===== config.mk =====
export PLATFORM = sky130hd
export DESIGN_NAME = alu16_seq
export DESIGN_NICKNAME = d
export VERILOG_FILES = /design/src/rtl/alu16_seq.sv
export SDC_FILE = /design/constraint.sdc
export NUM_CORES = 1
export LEC_CHECK = 0
export CAP_MARGIN = 30
export CORE_UTILIZATION = 47
export DETAILED_ROUTE_END_ITERATION = 12
export MAX_ROUTING_LAYER = met4
export PLACE_DENSITY = 0.78
export RECOVER_POWER = 25
export SYNTH_ARGS = -nofsm -noshare
export SYNTH_HDL_FRONTEND = slang
export SYNTH_SLANG_ARGS = --single-unit

===== constraint.sdc =====
create_clock -name clk_i -period 2.5 [get_ports clk_i]
set_input_delay 0.5 -clock clk_i [delete_from_list [all_inputs] [get_ports clk_i]]
set_output_delay 0.5 -clock clk_i [all_outputs]
set_load 0.02 [all_outputs]

===== src/rtl/alu16_seq.sv =====
// alu16_seq: drives the shared 8-bit ALU through one or two byte-steps to run
// 8/16-bit arithmetic, logic and shift commands, chaining carry between bytes.
module alu16_seq #(
    parameter bit WIDE_EN = 1'b1
) (
    input  logic        clk_i,
    input  logic        reset_ni,
    input  logic        rdy_i,
    input  logic        start_i,
    input  logic [3:0]  cmd_i,
    input  logic        wide_i,
    input  logic [15:0] a_i,
    input  logic [15:0] b_i,
    input  logic        ci_i,
    input  logic        bcd_i,
    output logic        busy_o,
    output logic        done_o,
    output logic [15:0] result_o,
    output logic        co_o,
    output logic        z_o,
    output logic        n_o,
    output logic        v_o,
    output logic [4:0]  alu_op_o,
    output logic        alu_right_o,
    output logic [7:0]  alu_ai_o,
    output logic [7:0]  alu_bi_o,
    output logic        alu_ci_o,
    output logic        alu_bcd_o,
    output logic        alu_rdy_o,
    input  logic [7:0]  alu_out_i,
    input  logic        alu_co_i,
    input  logic        alu_z_i,
    input  logic        alu_n_i,
    input  logic        alu_v_i
);

    typedef enum logic [1:0] {StIdle, StS0, StS1, StFin} state_e;

    localparam logic [3:0] CmdAdd = 4'd0;
    localparam logic [3:0] CmdSub = 4'd1;
    localparam logic [3:0] CmdOra = 4'd2;
    localparam logic [3:0] CmdAnd = 4'd3;
    localparam logic [3:0] CmdEor = 4'd4;
    localparam logic [3:0] CmdAsl = 4'd5;
    localparam logic [3:0] CmdRol = 4'd6;
    localparam logic [3:0] CmdLsr = 4'd7;
    localparam logic [3:0] CmdRor = 4'd8;

    state_e      state_q, state_d;
    logic [3:0]  cmd_q;
    logic [15:0] a_q, b_q;
    logic        ci_q, bcd_q, wide_q;
    logic [7:0]  first_out_q;
    logic        first_z_q, first_n_q;
    logic [15:0] result_q, result_d;
    logic        co_q, co_d, z_q, z_d, n_q, n_d, v_q, v_d;
    logic        done_q, done_d;

    logic is_arith, is_shift, is_rev, shift_no_ci, uses_b, sel_hi;

    always_comb begin
        is_arith    = (cmd_q == CmdAdd) || (cmd_q == CmdSub);
        is_shift    = (cmd_q >= CmdAsl) && (cmd_q <= CmdRor);
        is_rev      = (cmd_q == CmdLsr) || (cmd_q == CmdRor);
        shift_no_ci = (cmd_q == CmdAsl) || (cmd_q == CmdLsr);
        uses_b      = is_arith || (cmd_q == CmdOra) || (cmd_q == CmdAnd) || (cmd_q == CmdEor);
    end

    always_ff @(posedge clk_i) begin
        if (!reset_ni) begin
            state_q     <= StIdle;
            cmd_q       <= 4'd0;
            a_q         <= 16'h0000;
            b_q         <= 16'h0000;
            ci_q        <= 1'b0;
            bcd_q       <= 1'b0;
            wide_q      <= 1'b0;
            first_out_q <= 8'h00;
            first_z_q   <= 1'b0;
            first_n_q   <= 1'b0;
            result_q    <= 16'h0000;
            co_q        <= 1'b0;
            z_q         <= 1'b0;
            n_q         <= 1'b0;
            v_q         <= 1'b0;
            done_q      <= 1'b0;
        end else if (rdy_i) begin
            state_q <= state_d;
            done_q  <= done_d;
            if (state_q == StIdle && start_i) begin
                cmd_q  <= cmd_i;
                a_q    <= a_i;
                b_q    <= b_i;
                ci_q   <= ci_i;
                bcd_q  <= bcd_i;
                wide_q <= wide_i & WIDE_EN;
            end
            if (state_q == StS1) begin
                first_out_q <= alu_out_i;
                first_z_q   <= alu_z_i;
                first_n_q   <= alu_n_i;
            end
            if (state_q == StFin) begin
                result_q <= result_d;
                co_q     <= co_d;
                z_q      <= z_d;
                n_q      <= n_d;
                v_q      <= v_d;
            end
        end
    end

    always_comb begin
        state_d = state_q;
        case (state_q)
            StIdle:  if (start_i) state_d = StS0;
            StS0:    state_d = wide_q ? StS1 : StFin;
            StS1:    state_d = StFin;
            StFin:   state_d = StIdle;
            default: state_d = StIdle;
        endcase
    end

    // Merge the final step (on the ALU outputs now) with the captured first step.
    always_comb begin
        done_d = (state_q == StFin);
        if (!wide_q) begin
            result_d = {8'h00, alu_out_i};
        end else if (is_rev) begin
            result_d = {first_out_q, alu_out_i};
        end else begin
            result_d = {alu_out_i, first_out_q};
        end
        z_d  = alu_z_i & (wide_q ? first_z_q : 1'b1);
        n_d  = (wide_q && is_rev) ? first_n_q : alu_n_i;
        co_d = (is_arith || is_shift) ? alu_co_i : ci_q;
        v_d  = is_arith & alu_v_i;
    end

    always_comb begin
        busy_o      = (state_q != StIdle);
        alu_rdy_o   = rdy_i && ((state_q == StS0) || (state_q == StS1));
        // Right shifts walk high byte first so the dropped bit feeds the low byte.
        sel_hi      = (state_q == StS1) ? !is_rev : (wide_q && is_rev);
        alu_ai_o    = sel_hi ? a_q[15:8] : a_q[7:0];
        alu_bi_o    = uses_b ? (sel_hi ? b_q[15:8] : b_q[7:0]) : 8'h00;
        alu_ci_o    = (state_q == StS1) ? alu_co_i : (ci_q && !shift_no_ci);
        alu_bcd_o   = bcd_q && is_arith;
        alu_right_o = is_rev;
        case (cmd_q)
            CmdAdd:         alu_op_o = 5'b00100;
            CmdSub:         alu_op_o = 5'b01100;
            CmdOra:         alu_op_o = 5'b11000;
            CmdAnd:         alu_op_o = 5'b11001;
            CmdEor:         alu_op_o = 5'b11010;
            CmdAsl, CmdRol: alu_op_o = 5'b10100;
            default:        alu_op_o = 5'b11100;
        endcase
    end

    assign done_o   = done_q;
    assign result_o = result_q;
    assign co_o     = co_q;
    assign z_o      = z_q;
    assign n_o      = n_q;
    assign v_o      = v_q;

endmodule


-- After elaboration in Yosys (flattened, before gate mapping)
Cells that the tools add are included.
- $add $sub $neg: 0
- multiply operators: 0
- div/mod/pow operators: 0
- order comparisons: 2
- equal/unequal tests: 12
- shifts and indexed selects: 0
- multiplexer cells: 14
- bitwise logic cells: 2
- reduce and logical (&&, ||, !) cells: 24
- operator list (cell ; number):
    $mux 16 ; 2
    $pmux 5 s6 ; 1
    $mux 8 ; 3
    $eq 4x3->1 const B ; 4
    $eq 4x2->1 const B ; 2
    $logic_or 1x1->1 ; 8
    $pmux 2 s4 ; 1
    $reduce_and 2->1 ; 4
    $logic_and 1x1->1 ; 6
    $mux 1 ; 6
    $eq 2x2->1 const B ; 2
    $eq 4x1->1 const B ; 1
    $eq 4x4->1 const B ; 1
    $ge 4x3->1 const B ; 1
    $le 4x4->1 const B ; 1
    $logic_not 4->1 ; 1
    $and 1x1->1 ; 2
    $eq 2x1->1 const B ; 1
    $logic_not 1->1 ; 2
    $logic_not 2->1 ; 1
    $mux 2 ; 1
    $ne 2x2->1 const B ; 1
    $reduce_bool 2->1 ; 1
    $reduce_or 2->1 ; 1
- flip-flop bits (word level): 72
- bits in latches: 0
- RAM bits: 0
- ROM bits: 0
- input port bits: 55
- word-level logic and storage cells: 70
- memories: 0

-- Longest topological paths before layout
Gate-level depths: netlist of the first run.
- depth in word-level cells: 6
- gate-level depth with buffers: 8
- gate-level depth less buffers: 6

-- Least setup slack after synthesis of the first run
No wires, ideal clock.
- path kind: reg-to-output
- from: register state_q[0]
- to: output port alu_bi_o[0]
- arrival: 1.913 ns
- setup slack: 0.087 ns
- stages on the path, launching flop included: 9
- cells stage by stage: dfxtp_1 > inv_1 > ha_1 > clkbuf_1 > and3b_1 > a311oi_2 > nand2_4 > buf_12 > mux2i_1
- word-level cells in the longest chain between the ends: 4
- RTL lines (element ; line ; text):
    start, declared ; 49 ; state_e state_q, state_d;
    start signal, assigned ; 71 ; state_q <= StIdle;
    start signal, assigned ; 88 ; state_q <= state_d;
    $eq 2x2->1 ; 144 ; sel_hi = (state_q == StS1) ? !is_rev : (wide_q && is_rev);
    $mux 1 ; 144 ;
    $mux 8 (2 in series) ; 146 ; alu_bi_o = uses_b ? (sel_hi ? b_q[15:8] : b_q[7:0]) : 8'h00;
    end, declared ; 26 ; output logic [7:0] alu_bi_o,
Every way passes these cells.

-- Final worst setup path of the first run
- from: register cmd_q[0]
- to: output port alu_ai_o[0]
- word-level cells in the longest chain between the ends: 5
- RTL lines (element ; line ; text):
    start, declared ; 50 ; logic [3:0] cmd_q;
    start signal, assigned ; 91 ; cmd_q <= cmd_i;
    $eq 4x3->1 / $eq 4x4->1 (equally long branches) ; 64 ; is_rev = (cmd_q == CmdLsr) || (cmd_q == CmdRor);
    $logic_or 1x1->1 * ; 64 ;
    $logic_and 1x1->1 / $logic_not 1->1 (equally long branches) ; 144 ;
    $mux 1 * ; 144 ;
    $mux 8 * ; 145 ; alu_ai_o = sel_hi ? a_q[15:8] : a_q[7:0];
    end, declared ; 25 ; output logic [7:0] alu_ai_o,
Every way passes the cells marked *; elsewhere a longest branch is shown, timed or not.

==> run metrics, run 1 <==
status=finished with violations; failing checks=negative setup slack; post-synthesis sequential area ratio=42.3%; Area contributors post-synth=dfxtp_1 42%, nand2_1 14%, a21boi_0 11%; Clk network pwr share=35.6%; die footprint=7590 um^2; Worst-path clk slew=0.07 ns; CP required=2.00 ns; Via-to-Cell Ratio=5.11; switch share=26.5%; Fillers=537; top_reg_cell synth=dfxtp_1; Setup crit start kind=flip-flop; largest fanout on the critical path=5; Clock Sinks=72; RSZ-0062 raised after global routing=true; worst flop-to-flop path startpoint=state_q[1]; dpl cells=605; power per cell area=543 nW/um^2; Antenna Violating Nets Remaining=0; Detailed Place HPWL=5900 um; FMAX=0.358 GHz; drt wl/cell=13.8 um; Setup TNS Final=-3.64 ns; via count=3225; Vert. Die Dim=87.1 um; die width=87.1 um; antenna cell count=0; Critical path origin=cmd_q[0]; Reg2Reg Setup Slack=0.57 ns; post-synthesis register bit count=72; vias in the first global route=3014; critical path arrival=2.29 ns; number of synthesized flops with an enable pin=0; Max-Cap Viols=0; Starting Density=49.3%; critical path's top delay family=simple AND/OR/NAND/NOR gates; Syn Area/Cell=8.31 um^2; cell area after synthesis=3410 um^2; Post-Route WL=8710 um; worst-margin pin slew=0.750 ns; Total Routing Usage GR=24.9%; Setup WS post-layout=-0.291 ns; Buffers & Inverters on Critical Path=2; initial antenna violation count=0; Rows=30; CP most frequent cell=buf_6; final hold vios=0; GP Congestion=0.807; Layout Utilization=71.7%; core area=6910 um^2; DRC violations left=0; largest net degree at the start of global routing=40; Clk Latency, worst-skew pair=0.35 ns; critical path depth=6; FF-to-FF End=wide_q; Int Pwr=1.98 mW; post-route insts no fill=631; Seq pwr share=45.2%; Post-Syn Instances=410; Final Skew=0.00951 ns; CTS Buffer Depth=2; first-pass GRT wire length=14100 um; largest stage delay on the critical path=0.54 ns; hold crit path type=reg -> reg; Comb power frac=19.2%; Initial DRT Pass Iterations=4; Synthesis Warnings=0; Leak=2.02 nW; Final Max Tran Viols=0; CTS tree=done; H-Tree Level Count=3; CTS Buf Count=9; # IOs=102; overall power=2.69 mW; Slowest cell on crit path=or4b_4; DRT iter0 DRCs=104; area grow syn2layout=45.4%; crit path to=alu_ai_o[0]; most frequent cells in the layout=129 x nand2_1, 78 x clkdlybuf4s50_1, 69 x dfxtp_1; grt ovf=0; Crit. End Element=primary output; Final Setup Violations=16; tightest hold margin=0.454 ns; R2R depth=7; clock root buffer=clkbuf_8; Cell variety after synth=41; Psw=711 uW; asr flop ratio synth=0%; worst relative slew slack=50.0%; NumNets Final=590; commonest non-fill, non-tap cell in the layout=nand2_1; Max VDD drop=0.291 mV; net count after synthesis=470; leading area contributor after synthesis=dfxtp_1; worst path cell trace=or4b_4 > a211o_4 > nand2_8 > buf_6 > mux2_4 > buf_6; Yosys top cell area share=42.3%; Tcrit/Tclk final=112%; layout cells sized above 1=16.3%; fin crit period=2.79 ns; I/O Buffers=101; Crit Path Class=reg -> out
## synthesized netlist by cell type (all sizes together) (2+ instances only)
| library cell | count |
|---|---|
| nand2 | 130 |
| mux2i | 25 |
| o21ai | 21 |
| dfxtp | 72 |
| and2 | 6 |
| o21bai | 2 |
| nor2 | 4 |
| nor3 | 4 |
| a21boi | 52 |
| nor2b | 6 |
| clkbuf | 22 |
| nand3b | 2 |
| ha | 5 |
| a31oi | 2 |
| a21oi | 12 |
| and3b | 3 |
| buf | 6 |
| inv | 7 |
| nand3 | 4 |
| mux2 | 9 |
| a211o | 2 |
## tightest hold or removal path, stage by stage (launching register included)
cell and delay [ns]:
dfxtp_1 0.32, nand2_1 0.05, o21ai_0 0.05
## kinds of logic (layout without fill, tap and decap cells)
kind of cell | after synthesis | in the layout | share of synthesized area, %
AOI/OAI and AO/OA | 97 | 97 | 19.2
adders and majority gates | 5 | 5 | 1.84
buffers and inverters | 35 | 159 | 4.41
DFF | 72 | 72 | 42.3
muxes | 34 | 34 | 10.5
and+or+nand+nor | 167 | 168 | 21.7
## final cells by class
| cell class | count | area, um^2 | area share, % |
|---|---|---|---|
| inverters | 7 | 26.3 | 0.530 |
| flip-flops and latches | 72 | 1450 | 29.2 |
| well taps | 96 | 120 | 2.42 |
| multi-input cells | 304 | 1890 | 38.2 |
| repair buffers | 136 | 1260 | 25.5 |
| clock inverters | 4 | 52.6 | 1.06 |
| clock buffers | 12 | 155 | 3.13 |
## worst min-delay path by stage
stage	slack, ns	depth (start not counted)	end	startpoint
final	0.45	2	result_o[13]	result_o[13]
after global routing	0.48	2	result_o[13]	result_o[13]
after CTS	0.46	2	result_o[13]	result_o[13]
after detailed placement	0.44	2	result_o[13]	result_o[13]
after global placement	0.43	2	result_o[13]	result_o[13]
after floorplan	0.44	2	bcd_q	bcd_q
## power groups by stage
stage                     logic [mW]  clock network [mW]  registers (mW)
after floorplan                0.256                   0            1.24
after global placement         0.478                   0            1.24
after detailed placement       0.485                   0            1.24
after CTS                      0.510               0.977            1.21
after global routing           0.562                1.04            1.22
final                          0.516               0.957            1.21
## through the flow
step	cell area [um^2]	setup slack, ns
finish	4950	-0.291
global route	4950	-0.356
CTS	4910	-0.276
detailed placement	4600	-0.365
global placement	4600	-0.324
floorplan	3410	0.0872
## what timing repair did
action | 4_1_cts | 5_1_grt
resized for setup | 101 | 11
hold buffers | 0 | 0
cloned | 1 | 0
endpoints found under the setup margin | 19 | 19
buffers inserted | 6 | 3
pin swaps | 4 | 2
## registers in the layout (all words and copies together) (netlist names)
| name | count |
|---|---|
| a_q | 16 |
| b_q | 16 |
| bcd_q | 1 |
| ci_q | 1 |
| cmd_q | 4 |
| co_o | 1 |
| done_o | 1 |
| first_n_q | 1 |
| first_out_q | 8 |
| first_z_q | 1 |
| n_o | 1 |
| result_o | 16 |
| state_q | 2 |
| v_o | 1 |
| wide_q | 1 |
| z_o | 1 |
## metal layers
layer	global-route usage, %	up-vias	wire [um]
li1	-	1621	-
met1	30.0	1489	3850
met2	39.5	105	4150
met3	7.58	10	604
met4	9.09	0	106
met5	-	-	0
Power figures use the tool's default switching activity.
==> run 2: changes to the inputs <==
--- a/config.mk
+++ b/config.mk
@@ -9,8 +9,9 @@
 export CORE_UTILIZATION = 47
 export DETAILED_ROUTE_END_ITERATION = 12
 export MAX_ROUTING_LAYER = met4
-export PLACE_DENSITY = 0.78
+export PLACE_DENSITY = 0.89
 export RECOVER_POWER = 25
+export SETUP_SLACK_MARGIN = 0.3
 export SYNTH_ARGS = -nofsm -noshare
 export SYNTH_HDL_FRONTEND = slang
 export SYNTH_SLANG_ARGS = --single-unit
==> run 2 against run 1 <==
Against the previous run: the run still ends with negative setup slack left; maximum frequency rose by 2.0%; global-route usage rose by 1.6 points; combinational power rose by 6.0%; clock skew rose by 0.0036 ns; worst setup slack improved by 0.055 ns; critical path depth did not move; core utilization rose by 0.94 points; non-clock buffer count fell by 4; wire length rose by 4.5%; clock power fell by 7.0%; highest routed layer unchanged.
==> run metrics, run 2 (synthesized netlist as in run 1, its figures left out) <==
drt wl/cell=14.5 um (+5.4%); met2 Track Usage GR=46.7% (+7.2 points); CP required=2.00 ns (about the same); Total Routing Usage GR=26.5% (+1.6 points); hold path endpoint=result_o[8]; Slowest cell on crit path=or4b_4; Post-DP Area=4740 um^2 (+3.0%); CTS Hold Bufs=0 (unchanged); Final Max Tran Viols=0 (unchanged); Rows=30 (unchanged); Detailed Place HPWL=6500 um (+10%); Max VDD drop=0.367 mV (+26%); Reg2Reg Setup Slack=0.75 ns (+0.18 ns); power per cell area=528 nW/um^2 (-2.6%); fin crit period=2.74 ns (-0.0555 ns); Setup TNS Final=-3.01 ns (+0.628 ns); die width=87.1 um (unchanged); NumNets Final=585 (-0.85%); failing checks=negative setup slack; Multi-input gate area=1970 um^2 (+4.1%); CTS Buf Count=9 (unchanged); Worst-path clk slew=0.08 ns (about the same); Final Cell Area=5020 um^2 (+1.3%); Antenna Violating Nets Remaining=0 (unchanged); clock root buffer=clkbuf_8; critical path's top delay family=simple AND/OR/NAND/NOR gates; initial antenna violation count=1 (+1); largest stage delay on the critical path=0.53 ns (about the same); critical path arrival=2.24 ns (-0.05 ns); worst-margin pin slew=0.644 ns (-0.106 ns); largest fanout on the critical path=6 (+1); vias in the first global route=3236 (+7.4%); largest net degree at the start of global routing=38 (-5.0%); first-pass GRT wire length=15000 um (+6.4%); worst relative slew slack=57.0% (+7.0 points); DRC violations left=0 (unchanged); FMAX=0.366 GHz (+2.0%); Leak=1.98 nW (-2.0%); via count=3263 (+1.2%); worst flop-to-flop path startpoint=cmd_q[1]; status=finished with violations; final hold vios=0 (unchanged); Setup WS post-layout=-0.236 ns (+0.0555 ns); Fillers=529 (-1.5%); worst path cell trace=or4b_4 > a211o_1 > nand2_4 > buf_16 > mux2_4 > buf_6; overall power=2.65 mW (-1.3%); most frequent cells in the layout=129 x nand2_1, 73 x clkdlybuf4s50_1, 69 x dfxtp_1; Post-Route WL=9100 um (+4.5%); Final Skew=0.0131 ns (+0.00361 ns); hold crit path type=reg -> reg; CTS tree=done; R2R depth=5 (-2); FF-to-FF End=result_o[4]; H-Tree Level Count=3 (unchanged); CTS Buffer Depth=2 (unchanged); core area=6910 um^2 (unchanged); I/O Buffers=101 (unchanged); area grow syn2layout=47.3%; Clk Latency, worst-skew pair=0.35 ns (about the same); Crit Path Class=reg -> out; met1 usage=28.5% (-1.4 points); Max-Cap Viols=0 (unchanged); DRT iter0 DRCs=92 (-12%); Sequential Area=1450 um^2 (unchanged); Initial DRT Pass Iterations=4 (unchanged); met3 usage=7.58% (unchanged); grt ovf=0 (unchanged); die footprint=7590 um^2 (unchanged); Clock Sinks=72 (unchanged); WHS Path Cells=2 (unchanged); commonest non-fill, non-tap cell in the layout=nand2_1; Final Setup Violations=16 (unchanged); # IOs=102 (unchanged); Tcrit/Tclk final=109% (-2.2 points); Via-to-Cell Ratio=5.21 (+2.0%); Buffers & Inverters on Critical Path=2 (unchanged); Crit. End Element=primary output; GP Congestion=0.825 (+2.2%); hold path start=result_o[8]; Setup crit start kind=flip-flop; Post-Place Setup Slack=-0.312 ns (+0.0527 ns); busiest grt layer=met2; layout cells sized above 1=18.7% (+2.5 points); Vert. Die Dim=87.1 um (unchanged); Starting Density=49.3% (unchanged); RSZ-0062 raised after global routing=true
[run 2: how the worst max path moves through the flow]
stage	cells past startpoint	end	from
finish	6	alu_ai_o[5]	cmd_q[1]
global route	6	alu_ai_o[5]	cmd_q[1]
CTS	6	alu_ai_o[5]	cmd_q[1]
detailed placement	6	alu_ai_o[1]	cmd_q[2]
floorplan	8	alu_ai_o[5]	state_q[0]
global placement	6	alu_ai_o[7]	cmd_q[2]
[run 2: where the power goes]
group          switching [mW]  internal, mW
Combinational           0.262         0.285
Clock                   0.438         0.452
Sequential             0.0251          1.19
[run 2: repair_timing]
| action | 4_1_cts | 5_1_grt |
|---|---|---|
| pin swaps | 3 | 3 |
| endpoints found under the setup margin | 26 | 25 |
| resized for setup | 139 | 9 |
| cloned | 1 | 0 |
| buffers inserted | 1 | 0 |
[run 2: final cells by class]
cell class | instances | area share (%)
diodes | 1 | 0.0499
clock buffers | 9 | 2.47
clock inverters | 6 | 1.22
inverters | 7 | 0.524
multi-input cells | 303 | 39.2
flip-flops and latches | 72 | 28.8
well taps | 96 | 2.39
repair buffers | 132 | 25.3
[run 2: stage by stage]
step,hold WS [ns],utilization (%),std cells
floorplan,0.439,-,410
global placement,0.432,68.7,608
detailed placement,0.442,68.7,608
CTS,0.461,72.8,625
global route,0.483,72.7,626
finish,0.457,72.7,626
[run 2: routing by layer]
metal | vias up | wire (um)
met5 | - | 0
li1 | 1612 | -
met1 | 1544 | 3810
met4 | 0 | 171
met3 | 18 | 447
met2 | 89 | 4670
[run 2: worst min-delay path: stages (launching register included)]
cell	delay, ns
dfxtp_1	0.33
nand2_1	0.04
o21ai_0	0.05
